`config.mk`:
```
export PLATFORM = sky130hd
export DESIGN_NAME = hazard_control_unit_flat
export DESIGN_NICKNAME = d
export VERILOG_FILES = /design/src/rtl/riscv_pipe_pkg.sv /design/src/rtl/hazard_control_unit_if.sv /design/src/rtl/hazard_perf_counter.sv /design/src/rtl/hazard_control_unit.sv /design/src/flat_wrapper.sv
export SDC_FILE = /design/constraint.sdc
export NUM_CORES = 1
export LEC_CHECK = 0
export BUFFER_PORTS_ARGS = -buffer_cell sky130_fd_sc_hd__buf_2
export CORE_UTILIZATION = 35
export CTS_BUF_LIST = sky130_fd_sc_hd__clkbuf_8
export CTS_CLUSTER_SIZE = 16
export DETAILED_ROUTE_END_ITERATION = 6
export HOLD_SLACK_MARGIN = 0.06
export PLACE_DENSITY_LB_ADDON = 0.2
export SLEW_MARGIN = 20
export SYNTH_ARGS = -nofsm -noshare
export SYNTH_HDL_FRONTEND = slang
export SYNTH_SLANG_ARGS = --single-unit
export TNS_END_PERCENT = 20
```
`constraint.sdc`:
```
create_clock -name clk -period 2.61 [get_ports clk]
set_clock_uncertainty 0.05 [all_clocks]
set_input_delay 0.1305 -clock clk [delete_from_list [all_inputs] [get_ports clk]]
set_output_delay 0.1305 -clock clk [all_outputs]
set_load 0.005 [all_outputs]
```
`src/rtl/riscv_pipe_pkg.sv`:
```
// Shared pipeline definitions: forwarding-select encodings, hazard FSM states
// and the default register-index width.
package riscv_pipe_pkg;

    localparam int unsigned REG_ADDR_W_DEF = 5;

    typedef enum logic [1:0] {
        FWD_RF  = 2'b00,
        FWD_WB  = 2'b01,
        FWD_MEM = 2'b10
    } fwd_sel_e;

    typedef enum logic {
        MC_IDLE = 1'b0,
        MC_BUSY = 1'b1
    } mc_state_e;

endpackage

```
`src/rtl/hazard_control_unit_if.sv`:
```
// Hazard-unit bundle: pipeline-stage register indices and controls in,
// forwarding selects, stall/flush enables and perf counters out.
interface hazard_control_unit_if #(
    parameter int unsigned REG_ADDR_W = riscv_pipe_pkg::REG_ADDR_W_DEF,
    parameter int unsigned CNT_W      = 16
);
    logic [REG_ADDR_W-1:0] RS1_D;
    logic [REG_ADDR_W-1:0] RS2_D;
    logic [REG_ADDR_W-1:0] RS1_E;
    logic [REG_ADDR_W-1:0] RS2_E;
    logic [REG_ADDR_W-1:0] RD_E;
    logic [REG_ADDR_W-1:0] RD_M;
    logic [REG_ADDR_W-1:0] RD_W;
    logic                  RegWriteM;
    logic                  RegWriteW;
    logic                  LoadE;
    logic                  PCSrcE;
    logic                  MultiCycleE;
    logic                  perf_clr;

    logic [1:0]            ForwardAE;
    logic [1:0]            ForwardBE;
    logic                  StallF;
    logic                  StallD;
    logic                  StallE;
    logic                  FlushD;
    logic                  FlushE;
    logic                  FlushM;
    logic                  mc_busy;
    logic [CNT_W-1:0]      stall_cnt;
    logic [CNT_W-1:0]      flush_cnt;

    modport master (
        output RS1_D, RS2_D, RS1_E, RS2_E, RD_E, RD_M, RD_W,
               RegWriteM, RegWriteW, LoadE, PCSrcE, MultiCycleE, perf_clr,
        input  ForwardAE, ForwardBE, StallF, StallD, StallE,
               FlushD, FlushE, FlushM, mc_busy, stall_cnt, flush_cnt
    );

    modport slave (
        input  RS1_D, RS2_D, RS1_E, RS2_E, RD_E, RD_M, RD_W,
               RegWriteM, RegWriteW, LoadE, PCSrcE, MultiCycleE, perf_clr,
        output ForwardAE, ForwardBE, StallF, StallD, StallE,
               FlushD, FlushE, FlushM, mc_busy, stall_cnt, flush_cnt
    );
endinterface

```
`src/rtl/hazard_perf_counter.sv`:
```
// Saturating event counter with synchronous clear (clear beats increment).
module hazard_perf_counter #(
    parameter int unsigned CNT_W = 16
) (
    input  logic             clk,
    input  logic             rst,
    input  logic             clr,
    input  logic             inc,
    output logic [CNT_W-1:0] cnt
);
    logic [CNT_W-1:0] cnt_q;
    logic [CNT_W-1:0] cnt_d;

    always_comb begin
        cnt_d = cnt_q;
        if (clr) begin
            cnt_d = '0;
        end else if (inc && (cnt_q != '1)) begin
            cnt_d = cnt_q + CNT_W'(1);
        end
    end

    always_ff @(posedge clk or posedge rst) begin
        if (rst) begin
            cnt_q <= '0;
        end else begin
            cnt_q <= cnt_d;
        end
    end

    assign cnt = cnt_q;
endmodule

```
`src/rtl/hazard_control_unit.sv`:
```
// Pipeline hazard controller: forwarding, load-use stall, branch flush,
// multi-cycle execute stall FSM and stall/flush performance counters.
module hazard_control_unit
    import riscv_pipe_pkg::*;
#(
    parameter int unsigned REG_ADDR_W = REG_ADDR_W_DEF,
    parameter int unsigned MC_LATENCY = 4,
    parameter int unsigned CNT_W      = 16
) (
    input  logic                  clk,
    input  logic                  rst,
    hazard_control_unit_if.slave  hz
);
    localparam bit          MC_MULTI = (MC_LATENCY > 1);
    localparam int unsigned MC_CNT_W = (MC_LATENCY > 2) ? $clog2(MC_LATENCY - 1) : 1;
    localparam int unsigned MC_LOAD_I = (MC_LATENCY > 2) ? (MC_LATENCY - 2) : 0;
    localparam logic [MC_CNT_W-1:0] MC_LOAD = MC_CNT_W'(MC_LOAD_I);

    mc_state_e             state_q, state_d;
    logic [MC_CNT_W-1:0]   count_q, count_d;
    logic                  mc_enter;
    logic                  mc_stall;
    logic                  lw_stall;
    logic                  br_flush;
    logic                  stall_fd;
    logic                  flush_e;
    fwd_sel_e              fwd_a, fwd_b;

    // Memory stage wins over Writeback; x0 never forwards.
    always_comb begin
        fwd_a = FWD_RF;
        fwd_b = FWD_RF;
        if (hz.RegWriteM && (hz.RD_M != '0) && (hz.RD_M == hz.RS1_E)) begin
            fwd_a = FWD_MEM;
        end else if (hz.RegWriteW && (hz.RD_W != '0) && (hz.RD_W == hz.RS1_E)) begin
            fwd_a = FWD_WB;
        end
        if (hz.RegWriteM && (hz.RD_M != '0) && (hz.RD_M == hz.RS2_E)) begin
            fwd_b = FWD_MEM;
        end else if (hz.RegWriteW && (hz.RD_W != '0) && (hz.RD_W == hz.RS2_E)) begin
            fwd_b = FWD_WB;
        end
    end

    // Multi-cycle FSM: count holds the remaining BUSY cycles after this one.
    always_comb begin
        state_d  = state_q;
        count_d  = count_q;
        mc_enter = 1'b0;
        case (state_q)
            MC_IDLE: begin
                if (hz.MultiCycleE && MC_MULTI) begin
                    state_d  = MC_BUSY;
                    count_d  = MC_LOAD;
                    mc_enter = 1'b1;
                end
            end
            MC_BUSY: begin
                if (count_q == '0) begin
                    state_d = MC_IDLE;
                end else begin
                    count_d = count_q - MC_CNT_W'(1);
                end
            end
            default: state_d = MC_IDLE;
        endcase
    end

    always_ff @(posedge clk or posedge rst) begin
        if (rst) begin
            state_q <= MC_IDLE;
            count_q <= '0;
        end else begin
            state_q <= state_d;
            count_q <= count_d;
        end
    end

    // Priority: multi-cycle stall, then branch flush, then load-use.
    always_comb begin
        mc_stall = mc_enter || ((state_q == MC_BUSY) && (count_q != '0));
        lw_stall = hz.LoadE && (hz.RD_E != '0) &&
                   ((hz.RD_E == hz.RS1_D) || (hz.RD_E == hz.RS2_D));
        br_flush = hz.PCSrcE && !mc_stall;
        stall_fd = mc_stall || (lw_stall && !br_flush);
        flush_e  = br_flush || (lw_stall && !mc_stall);
    end

    hazard_perf_counter #(.CNT_W(CNT_W)) u_stall_cnt (
        .clk (clk),
        .rst (rst),
        .clr (hz.perf_clr),
        .inc (stall_fd),
        .cnt (hz.stall_cnt)
    );

    hazard_perf_counter #(.CNT_W(CNT_W)) u_flush_cnt (
        .clk (clk),
        .rst (rst),
        .clr (hz.perf_clr),
        .inc (br_flush),
        .cnt (hz.flush_cnt)
    );

    // Stall/flush enables are held low for as long as reset is asserted.
    assign hz.ForwardAE = fwd_a;
    assign hz.ForwardBE = fwd_b;
    assign hz.StallF    = stall_fd && !rst;
    assign hz.StallD    = stall_fd && !rst;
    assign hz.StallE    = mc_stall && !rst;
    assign hz.FlushM    = mc_stall && !rst;
    assign hz.FlushD    = br_flush && !rst;
    assign hz.FlushE    = flush_e && !rst;
    assign hz.mc_busy   = (state_q == MC_BUSY);
endmodule
```
`src/flat_wrapper.sv`:
```
// flat-port wrapper written by rule: the top's interface ports become plain ports
module hazard_control_unit_flat import riscv_pipe_pkg::*;
#(
    parameter int unsigned REG_ADDR_W = REG_ADDR_W_DEF,
    parameter int unsigned MC_LATENCY = 4,
    parameter int unsigned CNT_W      = 16
)
  (clk, rst, hz_RS1_D, hz_RS2_D, hz_RS1_E, hz_RS2_E, hz_RD_E, hz_RD_M, hz_RD_W, hz_RegWriteM, hz_RegWriteW, hz_LoadE, hz_PCSrcE, hz_MultiCycleE, hz_perf_clr, hz_ForwardAE, hz_ForwardBE, hz_StallF, hz_StallD, hz_StallE, hz_FlushD, hz_FlushE, hz_FlushM, hz_mc_busy, hz_stall_cnt, hz_flush_cnt);
  hazard_control_unit_if #(.REG_ADDR_W(REG_ADDR_W), .CNT_W(CNT_W)) hz_i ();
  input  logic clk;
  input  logic rst;
  input wire logic [$bits(hz_i.RS1_D)-1:0] hz_RS1_D;
  input wire logic [$bits(hz_i.RS2_D)-1:0] hz_RS2_D;
  input wire logic [$bits(hz_i.RS1_E)-1:0] hz_RS1_E;
  input wire logic [$bits(hz_i.RS2_E)-1:0] hz_RS2_E;
  input wire logic [$bits(hz_i.RD_E)-1:0] hz_RD_E;
  input wire logic [$bits(hz_i.RD_M)-1:0] hz_RD_M;
  input wire logic [$bits(hz_i.RD_W)-1:0] hz_RD_W;
  input wire logic [$bits(hz_i.RegWriteM)-1:0] hz_RegWriteM;
  input wire logic [$bits(hz_i.RegWriteW)-1:0] hz_RegWriteW;
  input wire logic [$bits(hz_i.LoadE)-1:0] hz_LoadE;
  input wire logic [$bits(hz_i.PCSrcE)-1:0] hz_PCSrcE;
  input wire logic [$bits(hz_i.MultiCycleE)-1:0] hz_MultiCycleE;
  input wire logic [$bits(hz_i.perf_clr)-1:0] hz_perf_clr;
  output wire logic [$bits(hz_i.ForwardAE)-1:0] hz_ForwardAE;
  output wire logic [$bits(hz_i.ForwardBE)-1:0] hz_ForwardBE;
  output wire logic [$bits(hz_i.StallF)-1:0] hz_StallF;
  output wire logic [$bits(hz_i.StallD)-1:0] hz_StallD;
  output wire logic [$bits(hz_i.StallE)-1:0] hz_StallE;
  output wire logic [$bits(hz_i.FlushD)-1:0] hz_FlushD;
  output wire logic [$bits(hz_i.FlushE)-1:0] hz_FlushE;
  output wire logic [$bits(hz_i.FlushM)-1:0] hz_FlushM;
  output wire logic [$bits(hz_i.mc_busy)-1:0] hz_mc_busy;
  output wire logic [$bits(hz_i.stall_cnt)-1:0] hz_stall_cnt;
  output wire logic [$bits(hz_i.flush_cnt)-1:0] hz_flush_cnt;
  assign hz_i.RS1_D = hz_RS1_D;
  assign hz_i.RS2_D = hz_RS2_D;
  assign hz_i.RS1_E = hz_RS1_E;
  assign hz_i.RS2_E = hz_RS2_E;
  assign hz_i.RD_E = hz_RD_E;
  assign hz_i.RD_M = hz_RD_M;
  assign hz_i.RD_W = hz_RD_W;
  assign hz_i.RegWriteM = hz_RegWriteM;
  assign hz_i.RegWriteW = hz_RegWriteW;
  assign hz_i.LoadE = hz_LoadE;
  assign hz_i.PCSrcE = hz_PCSrcE;
  assign hz_i.MultiCycleE = hz_MultiCycleE;
  assign hz_i.perf_clr = hz_perf_clr;
  assign hz_ForwardAE = hz_i.ForwardAE;
  assign hz_ForwardBE = hz_i.ForwardBE;
  assign hz_StallF = hz_i.StallF;
  assign hz_StallD = hz_i.StallD;
  assign hz_StallE = hz_i.StallE;
  assign hz_FlushD = hz_i.FlushD;
  assign hz_FlushE = hz_i.FlushE;
  assign hz_FlushM = hz_i.FlushM;
  assign hz_mc_busy = hz_i.mc_busy;
  assign hz_stall_cnt = hz_i.stall_cnt;
  assign hz_flush_cnt = hz_i.flush_cnt;
  hazard_control_unit #(.REG_ADDR_W(REG_ADDR_W), .MC_LATENCY(MC_LATENCY), .CNT_W(CNT_W)) u_core (.clk(clk), .rst(rst), .hz(hz_i));
endmodule
```
==> impl_metrics.csv <==
group,metric,value,unit
pwr,ir_drop,0.320,mV
worst_setup_path,crit_type,"flip-flop to flip-flop",
logic_synthesis,syn_nets,301,
cts,clk_latency,0.28,ns
worst_setup_path,reg2reg_to,"u_core.u_stall_cnt.cnt[10]",
global_route,grt_max_degree,33,
finish,register_area,876,µm²
logic_synthesis,yosys_warnings,0,
worst_setup_path,rrSetupSlack,0.54,ns
logic_synthesis,netlist_instances,255,
cts,cts_root_buf,"clkbuf_8",
pwr,clockPowerShare,27.5,%
floorplanning,placementRows,28,
timing,slew_headroom,60.9,%
floorplanning,dieArea,0.00676,mm²
hold_path,hold_path_class,"primary input to flip-flop",
routing,dr.pass1.iters,4,
worst_setup_path,timing.rr.start,"u_core.count_q[0]",
timing,final-setup-viol-count,0,
hold_path,hp-start,"hz_perf_clr",
finish,layout_common_cells,"buf_2 (85), dfrtp_1 (35), nor2_1 (25)",
worst_setup_path,cp_num_buf_inv,2,
pwr,p_per_area,547,mW/mm²
logic_synthesis,yosys_register_bits,35,
floorplanning,die_w,82.2,µm
worst_setup_path,rr_worst_depth,9,
cts,cts_hold_buf,2,
worst_setup_path,crit_path_end_kind,"flip-flop",
worst_setup_path,slowest_stage,"or4_1",
timing,finalHoldViolCount,0,
pwr,switchingPower,0.533,mW
pwr,p_comb_share,31.1,%
logic_synthesis,syn_area,0.00225,mm²
global_route,grt_pass1_wl,8360,µm
routing,post-route-drc-count,0,
routing,ant_nets,0,
finish,nets,391,
finish,insertedDiodeCount,0,
worst_setup_path,cp_cell_sequence,"inv_1 > ha_1 > nand2b_1 > o21a_1 > nor2_1 > a21oi_2 > buf_4 > or4_1 > a21oi_1",
hold_path,worstHoldEndpoint,"u_core.u_flush_cnt.cnt[7]",
finish,final_common_cell,"buf_2",
global_route,grt_pass1_vias,1828,
place,port_buffers,85,
cts,cts_tree,"yes",
timing,period_needed,2.07,ns
logic_synthesis,synth_area_per_cell,8.84,µm²
worst_setup_path,slowest_delay,0.42,ns
timing,report.final.slew_viol_count,0,
worst_setup_path,cp.depth,9,
place,gp_congestion,0.805,
cts,ctsHtreeMaxLevel,2,
floorplanning,die_h,82.2,µm
routing,vias,2129,
cts,clockBufferDepth,2,
floorplanning,coreArea,0.00606,mm²
logic_synthesis,synth_seq_area_share,38.9,%
worst_setup_path,cp_top_family,"simple AND/OR/NAND/NOR gates",
place,dp.cells,411,
routing,routed_wl,5130,µm
finish,area_delta_synth_final,27.3,%
timing,tightest_slew,0.587,ns
pwr,switching_share,34.0,%
cts,ctsResizeCount,0,
global_route,grt_use_total,16.3,%
routing,drt_iter0_drc,87,
worst_setup_path,critPathRequiredTime,2.77,ns
timing,fin_setup_tns,0,ns
worst_setup_path,crit_fanout,30,
global_route,grt.overflow.total,0,
cts,cts_made_buffers,5,
cts,post_cts_buffers,0,
timing,post-route-period-util,79.4,%
timing,fmax,482,MHz
floorplanning,ioPinCount,86,
finish,multi_input_area,0.00127,mm²
cts,clk_pin_slew,0.07,ns
global_route,antenna_found_initial,0,
flow_run,maxCapViolCount,0,
place,place_hpwl,3920,µm
finish,drive_gt1_share,29.5,%
pwr,seqPwrFrac,41.4,%
hold_path,whs_path_depth,2,
worst_setup_path,cp-start-kind,"flip-flop",
routing,viasPerCell,5.06,
worst_setup_path,worst-endpoint-arrival,2.23,ns
finish,stdcell_count,421,
logic_synthesis,yosysUniqueCellTypes,38,
floorplanning,start_util,37.2,%
outcome,status,"complete, no violations",
routing,wl_per_cell,12.2,µm
pwr,p_leak,1.33,nW
timing,rsz0062_at_grt,"no",
finish,n_fill_cell,619,
cts,cts.sinks,35,
pwr,intPower,1.04,mW
## flip-flops by register name, indices dropped and copies added (netlist names)
name	cells
u_core.count_q	2
u_core.hz.mc_busy	1
u_core.u_flush_cnt.cnt	16
u_core.u_stall_cnt.cnt	16
## worst max path at each step
| stage | from | slack [ns] | end |
|---|---|---|---|
| after floorplan | u_core.u_stall_cnt.cnt[0] | 0.62 | u_core.u_stall_cnt.cnt[1] |
| after global placement | u_core.u_stall_cnt.cnt[0] | 0.58 | u_core.u_stall_cnt.cnt[1] |
| after detailed placement | u_core.count_q[0] | 0.53 | u_core.u_stall_cnt.cnt[10] |
| after CTS | u_core.count_q[0] | 0.53 | u_core.u_flush_cnt.cnt[8] |
| after global routing | u_core.count_q[0] | 0.36 | u_core.u_stall_cnt.cnt[8] |
| final | u_core.count_q[0] | 0.54 | u_core.u_stall_cnt.cnt[10] |
## cells by family after synthesis
group / Yosys count / synth area share (%)
AOI/OAI and AO/OA: 46 / 11.4
xor gates and xnor gates: 44 / 17.1
adders and majority gates: 3 / 1.67
buffers and inverters: 22 / 4.94
DFF: 35 / 38.9
muxes: 2 / 0.888
and+or+nand+nor: 103 / 25.1
## metrics by stage
step / worst slack, ns / hold slack (ns) / total power, mW / utilization [%] / cell area [µm²]
2_1_floorplan: 0.619 / 0.144 / 1.03 / - / 2250
3_3_place_gp: 0.580 / 0.208 / 1.14 / 45.3 / 2750
3_5_place_dp: 0.533 / 0.215 / 1.15 / 45.3 / 2750
4_1_cts: 0.526 / 0.299 / 1.60 / 47.3 / 2870
5_1_grt: 0.355 / 0.319 / 1.69 / 47.3 / 2870
6_report: 0.537 / 0.285 / 1.57 / 47.3 / 2870
## power by group through the flow
stage | logic [mW] | registers, mW | clock network (mW)
6_report | 0.488 | 0.650 | 0.431
5_1_grt | 0.552 | 0.661 | 0.474
4_1_cts | 0.493 | 0.650 | 0.453
3_5_place_dp | 0.490 | 0.661 | 0
3_3_place_gp | 0.485 | 0.658 | 0
2_1_floorplan | 0.381 | 0.653 | 0
## final cells by class
class | instances | share of cell area (%)
timing repair buffer | 92 | 16.8
tap | 75 | 3.27
multi-input combinational | 198 | 44.2
clock inverter | 1 | 0.131
clock buffer | 7 | 3.36
inverter | 13 | 1.70
sequential | 35 | 30.5
## layer usage
| metal | vias to the layer above | track usage (%) | wire length [µm] |
|---|---|---|---|
| met5 | - | 0 | 0 |
| met4 | 0 | 7.02 | 90 |
| met3 | 9 | 3.96 | 276 |
| met2 | 71 | 24.0 | 2370 |
| met1 | 965 | 22.5 | 2400 |
| li1 | 1084 | - | - |
## Yosys cell counts
master	count	area, µm²
nor4_1	5	31.3
o21ai_1	11	55.1
inv_1	13	48.8
o211ai_1	1	7.51
or2_1	1	6.26
xnor2_1	20	175
or4_1	9	67.6
buf_6	1	11.3
nand4_2	1	12.5
dfrtp_1	35	876
or3_1	12	75.1
o21ai_0	5	25.0
ha_1	3	37.5
nand2_1	12	45.0
a21oi_2	1	8.76
nand2b_1	2	12.5
nor3_1	3	15.0
nor3_2	1	10.0
clkbuf_1	3	11.3
o22ai_1	1	6.26
or3b_1	1	8.76
a211oi_1	2	15.0
mux2i_1	2	20.0
o21a_1	2	15.0
and2_1	1	6.26
and4_1	2	17.5
o31ai_1	4	30.0
nor4_2	1	12.5
or2_2	1	6.26
nand3_1	14	70.1
buf_2	2	10.0
nor2_1	25	93.8
a21oi_1	19	95.1
xor2_1	24	210
buf_4	2	15.0
buf_8	1	15.0
and3_1	2	12.5
nand4_1	10	62.6
## worst reg2reg max path: cells and delay by family (launching register included)
family	cells	cell delay (ns)
buffers and inverters	2	0.27
AOI/OAI and AO/OA	3	0.36
adders and majority gates	1	0.21
and+or+nand+nor	3	0.74
DFF	1	0.37
Note: power is estimated with default switching activity, not from simulation.
